--- config.mk ---
export PLATFORM = sky130hd
export DESIGN_NAME = xgmii_rx_tstamp_flat
export DESIGN_NICKNAME = d
export VERILOG_FILES = /design/src/rtl/xgmii_pkg.sv /design/src/rtl/xgmii_rx_tstamp_if.sv /design/src/rtl/xgmii_term_find.sv /design/src/rtl/xgmii_rx_tstamp.sv /design/src/flat_wrapper.sv
export SDC_FILE = /design/constraint.sdc
export NUM_CORES = 1
export LEC_CHECK = 0
export BUFFER_PORTS_ARGS = -buffer_cell sky130_fd_sc_hd__buf_2
export CORE_ASPECT_RATIO = 1.2
export CORE_UTILIZATION = 49
export DETAILED_ROUTE_END_ITERATION = 8
export PLACE_DENSITY = 0.83
export SLEW_MARGIN = 20
export SYNTH_ARGS = -nofsm -noshare
export SYNTH_HDL_FRONTEND = slang
export SYNTH_SLANG_ARGS = --single-unit
--- constraint.sdc ---
create_clock -name xgmii_rx_clk -period 3.55 [get_ports xgmii_rx_clk]
set_clock_uncertainty 0.15 [all_clocks]
set_input_delay 0.5325 -clock xgmii_rx_clk [delete_from_list [all_inputs] [get_ports xgmii_rx_clk]]
set_output_delay 0.5325 -clock xgmii_rx_clk [all_outputs]
set_load 0.05 [all_outputs]
--- src/rtl/xgmii_pkg.sv ---
// Shared XGMII receive types, control characters and helpers.
// Used by xgmii_rx_tstamp and xgmii_term_find.
package xgmii_pkg;

  localparam logic [7:0] XGMII_START     = 8'hFB;
  localparam logic [7:0] XGMII_TERMINATE = 8'hFD;
  localparam logic [7:0] XGMII_ERROR     = 8'hFE;
  localparam logic [7:0] XGMII_IDLE      = 8'h07;
  localparam logic [7:0] XGMII_PREAMBLE  = 8'h55;
  localparam logic [7:0] XGMII_SFD       = 8'hD5;

  localparam int REC_TS_W  = 64;
  localparam int REC_LEN_W = 16;

  typedef struct packed {
    logic [7:0][7:0] data;
    logic [7:0]      ctrl;
  } xgmii_t;

  typedef enum logic {
    RX_IDLE,
    RX_DATA
  } rx_state_t;

  typedef struct packed {
    logic [REC_TS_W-1:0]  tstamp;
    logic [REC_LEN_W-1:0] len;
    logic [3:0]           err;
  } rx_rec_t;

  // Length add that sticks at all-ones instead of wrapping.
  function automatic logic [REC_LEN_W-1:0] len_add(
    input logic [REC_LEN_W-1:0] a,
    input logic [3:0]           b
  );
    logic [REC_LEN_W:0] s;
    s = {1'b0, a} + {{(REC_LEN_W-3){1'b0}}, b};
    return s[REC_LEN_W] ? '1 : s[REC_LEN_W-1:0];
  endfunction

endpackage

--- src/rtl/xgmii_rx_tstamp_if.sv ---
// Per-frame record handshake between the receive
// timestamper (master) and the timestamp logger (slave).
interface xgmii_rx_tstamp_if #(
  parameter int TS_W  = 64,
  parameter int LEN_W = 16
);

  logic             rec_valid;
  logic             rec_ready;
  logic [TS_W-1:0]  rec_tstamp;
  logic [LEN_W-1:0] rec_len;
  logic [3:0]       rec_err;

  modport master (
    output rec_valid,
    output rec_tstamp,
    output rec_len,
    output rec_err,
    input  rec_ready
  );

  modport slave (
    input  rec_valid,
    input  rec_tstamp,
    input  rec_len,
    input  rec_err,
    output rec_ready
  );

endinterface

--- src/rtl/xgmii_term_find.sv ---
// Finds the lowest control lane of an XGMII word and
// reports whether that lane carries Terminate.
module xgmii_term_find
  import xgmii_pkg::*;
(
  input  logic [7:0]      ctrl,
  input  logic [7:0][7:0] data,
  output logic            found,
  output logic [2:0]      lane,
  output logic            is_term
);

  // Priority scan from lane 7 down so the lowest set lane wins.
  always_comb begin
    found   = 1'b0;
    lane    = 3'd0;
    for (int i = 7; i >= 0; i--) begin
      if (ctrl[i]) begin
        found = 1'b1;
        lane  = 3'(i);
      end
    end
    is_term = found && (data[lane] == XGMII_TERMINATE);
  end

endmodule

--- src/rtl/xgmii_rx_tstamp.sv ---
// XGMII receive frame timestamper: one record per frame.
// Optional macro XGMII_RX_TSTAMP_RUNT_FILTER_EN drops clean runts.
module xgmii_rx_tstamp
  import xgmii_pkg::*;
#(
  parameter int TS_W    = 64,
  parameter int LEN_W   = 16,
  parameter int MAX_LEN = 9600
) (
  input  logic               xgmii_rx_clk,
  input  logic               sys_rst_n,
  input  xgmii_t             xgmii_rxi,
  input  logic [TS_W-1:0]    tsc_i,
  xgmii_rx_tstamp_if.master  rec,
  output logic [31:0]        frame_cnt,
  output logic [15:0]        drop_cnt
`ifdef XGMII_RX_TSTAMP_RUNT_FILTER_EN
  ,
  output logic [15:0]        runt_cnt
`endif
);

  localparam logic [REC_LEN_W-1:0] MAX_L =
    REC_LEN_W'(MAX_LEN);

  rx_state_t             state_q, state_d;
  logic [REC_TS_W-1:0]   ts_q, ts_d;
  logic [REC_LEN_W-1:0]  len_q, len_d;
  logic                  pre_q, pre_d;
  logic                  ctl_q, ctl_d;

  rx_rec_t               held_q;
  logic                  valid_q;

  logic                  found;
  logic [2:0]            lane;
  logic                  is_term;
  logic                  start_w;
  logic                  pre_bad;
  logic                  emit;
  logic                  keep;
  rx_rec_t               emit_rec;
  logic [REC_LEN_W-1:0]  fin_len;
  logic                  load;
  logic                  drop;

  xgmii_term_find u_find (
    .ctrl    (xgmii_rxi.ctrl),
    .data    (xgmii_rxi.data),
    .found   (found),
    .lane    (lane),
    .is_term (is_term)
  );

  // Start detection and preamble/SFD check on the Start word.
  always_comb begin
    start_w = xgmii_rxi.ctrl[0] &&
              (xgmii_rxi.data[0] == XGMII_START);
    pre_bad = 1'b0;
    if (xgmii_rxi.ctrl != 8'h01)
      pre_bad = 1'b1;
    for (int i = 1; i < 7; i++)
      if (xgmii_rxi.data[i] != XGMII_PREAMBLE)
        pre_bad = 1'b1;
    if (xgmii_rxi.data[7] != XGMII_SFD)
      pre_bad = 1'b1;
  end

  // Frame FSM next state, accumulator update and emit decision.
  always_comb begin
    state_d  = state_q;
    ts_d     = ts_q;
    len_d    = len_q;
    pre_d    = pre_q;
    ctl_d    = ctl_q;
    emit     = 1'b0;
    emit_rec = '0;
    fin_len  = len_add(len_q, {1'b0, lane});
    unique case (state_q)
      RX_IDLE: begin
        if (start_w) begin
          state_d = RX_DATA;
          ts_d    = REC_TS_W'(tsc_i);
          len_d   = '0;
          pre_d   = pre_bad;
          ctl_d   = 1'b0;
        end
      end
      RX_DATA: begin
        if (!found) begin
          len_d = len_add(len_q, 4'd8);
        end else if (is_term) begin
          emit            = 1'b1;
          emit_rec.tstamp = ts_q;
          emit_rec.len    = fin_len;
          emit_rec.err    = {fin_len > MAX_L,
                             1'b0, ctl_q, pre_q};
          state_d         = RX_IDLE;
        end else if (start_w) begin
          emit            = 1'b1;
          emit_rec.tstamp = ts_q;
          emit_rec.len    = len_q;
          emit_rec.err    = {len_q > MAX_L,
                             1'b1, ctl_q, pre_q};
          ts_d            = REC_TS_W'(tsc_i);
          len_d           = '0;
          pre_d           = pre_bad;
          ctl_d           = 1'b0;
        end else begin
          ctl_d = 1'b1;
          len_d = len_add(len_q, 4'd8);
        end
      end
      default: state_d = RX_IDLE;
    endcase
  end

`ifdef XGMII_RX_TSTAMP_RUNT_FILTER_EN
  logic runt;
  // Clean frames shorter than a minimum Ethernet frame are counted, not sent.
  always_comb begin
    runt = emit && (emit_rec.len < 16'd64) &&
           (emit_rec.err == 4'd0);
    keep = emit && !runt;
  end
`else
  // Every parsed frame produces a record.
  always_comb keep = emit;
`endif

  // Load into the output slot when it is empty or being drained.
  always_comb begin
    load = keep && (!valid_q || rec.rec_ready);
    drop = keep && valid_q && !rec.rec_ready;
  end

  // Frame FSM and accumulator registers.
  always_ff @(posedge xgmii_rx_clk or negedge sys_rst_n) begin
    if (!sys_rst_n) begin
      state_q <= RX_IDLE;
      ts_q    <= '0;
      len_q   <= '0;
      pre_q   <= 1'b0;
      ctl_q   <= 1'b0;
    end else begin
      state_q <= state_d;
      ts_q    <= ts_d;
      len_q   <= len_d;
      pre_q   <= pre_d;
      ctl_q   <= ctl_d;
    end
  end

  // Held record, handshake and statistics counters.
  always_ff @(posedge xgmii_rx_clk or negedge sys_rst_n) begin
    if (!sys_rst_n) begin
      held_q    <= '0;
      valid_q   <= 1'b0;
      frame_cnt <= '0;
      drop_cnt  <= '0;
    end else begin
      if (load) begin
        held_q    <= emit_rec;
        valid_q   <= 1'b1;
        frame_cnt <= frame_cnt + 32'd1;
      end else if (valid_q && rec.rec_ready) begin
        valid_q <= 1'b0;
      end
      if (drop && (drop_cnt != 16'hFFFF))
        drop_cnt <= drop_cnt + 16'd1;
    end
  end

`ifdef XGMII_RX_TSTAMP_RUNT_FILTER_EN
  // Saturating count of suppressed runts.
  always_ff @(posedge xgmii_rx_clk or negedge sys_rst_n) begin
    if (!sys_rst_n)
      runt_cnt <= '0;
    else if (runt && (runt_cnt != 16'hFFFF))
      runt_cnt <= runt_cnt + 16'd1;
  end
`endif

  assign rec.rec_valid  = valid_q;
  assign rec.rec_tstamp = TS_W'(held_q.tstamp);
  assign rec.rec_len    = LEN_W'(held_q.len);
  assign rec.rec_err    = held_q.err;

endmodule

--- src/flat_wrapper.sv ---
// flat-port wrapper written by rule: the top's interface ports become plain ports
module xgmii_rx_tstamp_flat import xgmii_pkg::*;
#(
  parameter int TS_W    = 64,
  parameter int LEN_W   = 16,
  parameter int MAX_LEN = 9600
)
  (xgmii_rx_clk, sys_rst_n, xgmii_rxi, tsc_i, frame_cnt, drop_cnt, rec_rec_valid, rec_rec_tstamp, rec_rec_len, rec_rec_err, rec_rec_ready);
  xgmii_rx_tstamp_if #(.TS_W(TS_W), .LEN_W(LEN_W)) rec_i ();
  input  logic xgmii_rx_clk;
  input  logic sys_rst_n;
  input  xgmii_t xgmii_rxi;
  input  logic [TS_W-1:0] tsc_i;
  output logic [31:0] frame_cnt;
  output logic [15:0] drop_cnt;
  output wire logic [$bits(rec_i.rec_valid)-1:0] rec_rec_valid;
  output wire logic [$bits(rec_i.rec_tstamp)-1:0] rec_rec_tstamp;
  output wire logic [$bits(rec_i.rec_len)-1:0] rec_rec_len;
  output wire logic [$bits(rec_i.rec_err)-1:0] rec_rec_err;
  input wire logic [$bits(rec_i.rec_ready)-1:0] rec_rec_ready;
  assign rec_rec_valid = rec_i.rec_valid;
  assign rec_rec_tstamp = rec_i.rec_tstamp;
  assign rec_rec_len = rec_i.rec_len;
  assign rec_rec_err = rec_i.rec_err;
  assign rec_i.rec_ready = rec_rec_ready;
  xgmii_rx_tstamp #(.TS_W(TS_W), .LEN_W(LEN_W), .MAX_LEN(MAX_LEN)) u_core (.xgmii_rx_clk(xgmii_rx_clk), .sys_rst_n(sys_rst_n), .xgmii_rxi(xgmii_rxi), .tsc_i(tsc_i), .rec(rec_i), .frame_cnt(frame_cnt), .drop_cnt(drop_cnt));
endmodule
==> Implementation_results.wiki <==
{| class="wikitable"
! Metric !! Value
|-
| EDFF count, synth || 0
|-
| Commonest cells in the synthesized netlist || 446 x sky130_fd_sc_hd__nand2_1, 216 x sky130_fd_sc_hd__dfrtp_1, 48 x sky130_fd_sc_hd__nor2_1
|-
| Combinational group share of total power || 11.7%
|-
| Cell with the largest stage delay on the worst path || sky130_fd_sc_hd__fa_1
|-
| Share of the synthesized area in the top cell type || 53.7%
|-
| Fraction of power consumed by sequential logic || 46.0%
|-
| Top-Level Pins || 272
|-
| Logic depth of the worst setup path including buffers || 16
|-
| Sum of buffers and inverters on the critical path || 4
|-
| Post-detailed-placement cell area || 11800 um2
|-
| Number of nets in the synthesized netlist || 1275
|-
| Number of buffers added by the clock tree synthesis step || 23
|-
| Hold Slack || 0.0613 ns
|-
| Register-to-register setup slack || 0.68 ns
|-
| Reported max-cap violation count || 0
|-
| Wire length of the first global-routing pass || 45100 um
|-
| Max-slew violation total from the final report || 0
|-
| Internal power consumption || 0.00433 W
|-
| Number of cells traversed by the worst register-to-register path || 10
|-
| Cell with the most instances after synthesis || sky130_fd_sc_hd__nand2_1
|-
| Number of DRC violations after detailed routing || 0
|-
| Number of inserted filler cells in the final layout || 1707
|-
| Worst Setup Slack, final || 0.495 ns
|-
| Proportion of layout cells with a drive suffix above 1 || 25.9%
|-
| Startpoint of the lowest-slack hold path || tsc_i[20]
|-
| Synthesized flop and latch total || 216
|-
| Die extent in x || 133 um
|-
| Number of global-route vias before repair || 9041
|-
| Overall die area || 21100 um2
|-
| Largest fanout on the critical path || 6
|-
| Ratio of routed vias to standard cells || 5.39
|-
| Count of distinct cell types in the synthesized netlist || 63
|-
| Final hold violation count || 0
|-
| Power density of the placed cells || 467 nW/um2
|-
| Clock Sinks || 216
|-
| Endpoint class of the critical path || flip-flop
|-
| Largest net degree at the start of global routing || 79
|-
| Kind of path behind the tightest hold check || in2reg
|-
| Level count of the clock H-tree || 1
|-
| Clock input transition at the sequential cells of the worst setup and hold paths || 0.06 ns
|-
| Worst max-slew margin expressed relative to the limit || 48.6%
|-
| Critical Path Source || xgmii_rxi[6]
|-
| Clock period minus final worst setup slack || 3.06 ns
|-
| Area inside the core boundary || 20200 um2
|-
| Area contributors post-synth || sky130_fd_sc_hd__dfrtp_1 54%, sky130_fd_sc_hd__nand2_1 17%, sky130_fd_sc_hd__xnor2_1 2.4%, sky130_fd_sc_hd__a21oi_1 2.1%, sky130_fd_sc_hd__xor2_1 1.8%
|-
| Total setup buffers inserted after CTS || 0
|-
| Cells on Worst Hold Path || 3
|-
| Unrepaired setup endpoints after global routing || false
|-
| Result of the run || completed
|-
| Initial antenna violation count || 2
|-
| Remaining Overflow, GRT || 0
|-
| Wire length after detailed routing || 27500 um
|-
| Cell family with most CP delay || compound AO/OA/AOI/OAI gates
|-
| Synthesized area per cell || 8.92 um2
|-
| Final standard cell area without fillers || 12600 um2
|-
| Skew-Pair Late Insertion Delay || 0.51 ns
|-
| Power dissipated by switching net loads || 0.00157 W
|-
| Maximum single-stage delay on the critical path || 0.38 ns
|-
| Req. time, crit path || 3.84 ns
|-
| Fmax || 327 MHz
|-
| Gpl congestion || 0.894
|-
| Critical register-to-register path startpoint || u_core.len_q[3]
|-
| Classification of the worst setup path || in2reg
|-
| Number of synthesis warnings || 0
|-
| Antenna-violating nets left || 0
|-
| P&R area growth vs syn || 25.5%
|-
| Clock buffer depth || 3
|-
| Worst-case setup slack after placement || -0.0366 ns
|-
| Category of the worst setup path launch point || input pin
|-
| Data arrival at the endpoint of the critical path || 3.35 ns
|-
| Fraction of power spent switching nets || 26.5%
|-
| Part of the total power dissipated in the clock network || 42.4%
|-
| Nets || 1542
|-
| Pleak || 7.01 nW
|-
| Main flop type after synthesis || sky130_fd_sc_hd__dfrtp_1
|-
| Starting density of the core || 49.9%
|-
| Gate count of the mapped netlist || 1129
|-
| Aggregate global-route resource usage || 26.3%
|-
| Final sum of negative setup slack || 0 ns
|-
| Overall die height || 159 um
|-
| Clock root cell || sky130_fd_sc_hd__clkbuf_16
|-
| Average wire per cell in the routed design || 16.4 um
|-
| Post-synthesis sequential area ratio || 53.7%
|-
| Worst-Margin Slew || 0.770 ns
|-
| Capture instance of the worst register-to-register path || u_core.rec.rec_len[3]
|-
| Cell type with the largest total area after synthesis || sky130_fd_sc_hd__dfrtp_1
|-
| Row count || 57
|-
| Number of buffer cells added on primary ports || 271
|-
| CP Cell Sequence || buf_2 -> inv_1 -> a21oi_1 -> o41a_1 -> inv_1 -> ha_1 -> inv_1 -> fa_1 -> nor2b_1 -> o2111a_1 -> a21oi_1 -> nor4_1 -> o41ai_1 -> a211oi_1 -> a21oi_1 -> a21oi_1
|-
| Total half-perimeter wirelength after legalization and detailed placement || 19400 um
|-
| Most used cell, CP || sky130_fd_sc_hd__a21oi_1
|-
| Combined area of all synthesized cells || 10100 um2
|-
| TritonCTS clock tree || done
|-
| Fin crit share || 86.1%
|-
| Final number of setup-violating endpoints || 0
|-
| DRT Pass-1 Iters || 5
|-
| Overall via count from detail_route || 9058
|-
| First-iteration detailed-routing DRC count || 584
|-
| VDD IR max || 351 uV
|-
| Async set or reset register ratio after synthesis || 100%
|-
| Worst hold path endpoint || u_core.ts_q[20]
|}
## registers in the layout, indices dropped and copies added, names as in the netlist
register and count:
u_core.rec.rec_valid 1, u_core.drop_cnt 16, u_core.frame_cnt 32, u_core.ts_q 64, u_core.state_q 1, u_core.rec.rec_err 4
u_core.len_q 16, u_core.rec.rec_tstamp 64, u_core.pre_q 1, u_core.rec.rec_len 16, u_core.ctl_q 1
## worst max path at each step
stage,to,slack (ns)
2_1_floorplan,u_core.rec.rec_err[3],0.07
3_3_place_gp,u_core.rec.rec_err[3],0.02
3_5_place_dp,u_core.rec.rec_err[3],-0.04
4_1_cts,u_core.rec.rec_err[3],0.51
5_1_grt,u_core.rec.rec_err[3],0.20
6_report,u_core.rec.rec_err[3],0.49
## tightest hold or removal path: stages
cell and delay, ns:
sky130_fd_sc_hd__buf_2 0.07, sky130_fd_sc_hd__nand2_1 0.04, sky130_fd_sc_hd__nand2_1 0.05
## metrics by stage
step                cells  total power, W  util, %
floorplan            1129         0.00315        -
global placement     1635         0.00342     58.7
detailed placement   1635         0.00344     58.7
CTS                  1678         0.00595     62.6
global route         1679         0.00612     62.6
finish               1679         0.00590     62.6
## cells in the final DEF (no fill, tap or decap), types with 5 or more instances in the layout
master,n
sky130_fd_sc_hd__nand2_1,446
sky130_fd_sc_hd__buf_2,270
sky130_fd_sc_hd__dfrtp_1,216
sky130_fd_sc_hd__nor2_1,47
sky130_fd_sc_hd__a21oi_1,42
sky130_fd_sc_hd__and3_1,28
sky130_fd_sc_hd__xnor2_1,28
sky130_fd_sc_hd__nand3_1,26
sky130_fd_sc_hd__o21ai_0,25
sky130_fd_sc_hd__clkbuf_16,23
sky130_fd_sc_hd__nand4_1,22
sky130_fd_sc_hd__buf_4,22
sky130_fd_sc_hd__xor2_1,21
sky130_fd_sc_hd__nor3_1,15
sky130_fd_sc_hd__inv_1,13
sky130_fd_sc_hd__nor4_1,11
sky130_fd_sc_hd__and4b_1,8
sky130_fd_sc_hd__a31oi_1,8
sky130_fd_sc_hd__nor3_2,8
sky130_fd_sc_hd__a211oi_1,7
sky130_fd_sc_hd__clkbuf_1,7
sky130_fd_sc_hd__buf_12,7
sky130_fd_sc_hd__nor2b_1,6
sky130_fd_sc_hd__ha_1,6
sky130_fd_sc_hd__nand2b_1,5
sky130_fd_sc_hd__or3_1,5
sky130_fd_sc_hd__and4_1,5
sky130_fd_sc_hd__and2_1,5
sky130_fd_sc_hd__nor3b_1,5
## power groups by stage
stage / Sequential, W / Clock (W) / Combinational (W)
6_report: 0.00271 / 0.00250 / 0.000687
5_1_grt: 0.00273 / 0.00264 / 0.000752
4_1_cts: 0.00271 / 0.00255 / 0.000693
3_5_place_dp: 0.00275 / 0 / 0.000690
3_3_place_gp: 0.00275 / 0 / 0.000675
2_1_floorplan: 0.00288 / 0 / 0.000269
## layer usage
metal	track usage (%)	vias up	wire length, um
met3	4.58	71	1650
met5	0	-	13
met2	44.7	310	13700
li1	-	4304	-
met1	33.1	4371	11200
met4	10.7	2	925
## logic make-up (layout without fill, tap and decap cells)
logic type / after synthesis / in the layout / synth area share [%]
flops: 216 / 216 / 53.7
simple gates: 664 / 664 / 30.1
mux: 3 / 3 / 0.323
xor+xnor: 49 / 49 / 4.26
other cells: 0 / 1 / 0
compound gates: 117 / 117 / 7.64
fa+ha+maj: 7 / 7 / 0.945
buf+inv: 73 / 357 / 3.03
## what timing repair did
| item | in CTS | in global routing |
|---|---|---|
| hold buffers | 1 | 0 |
| gates resized for setup | 0 | 0 |
| endpoints found under the hold margin | 75 | 0 |
## area by class of cell
type                    instances  area, um2  share of cell area [%]
diodes                          1       2.50                  0.0198
clock buffers                  32        629                    4.98
clock inverters                10        156                    1.24
inverters                      14       52.6                   0.416
multi-input cells             840       4380                    34.6
flip-flops and latches        216       5410                    42.8
well taps                     265        332                    2.62
repair buffers                301       1680                    13.3
No activity file was read; power rests on OpenSTA's default activity.
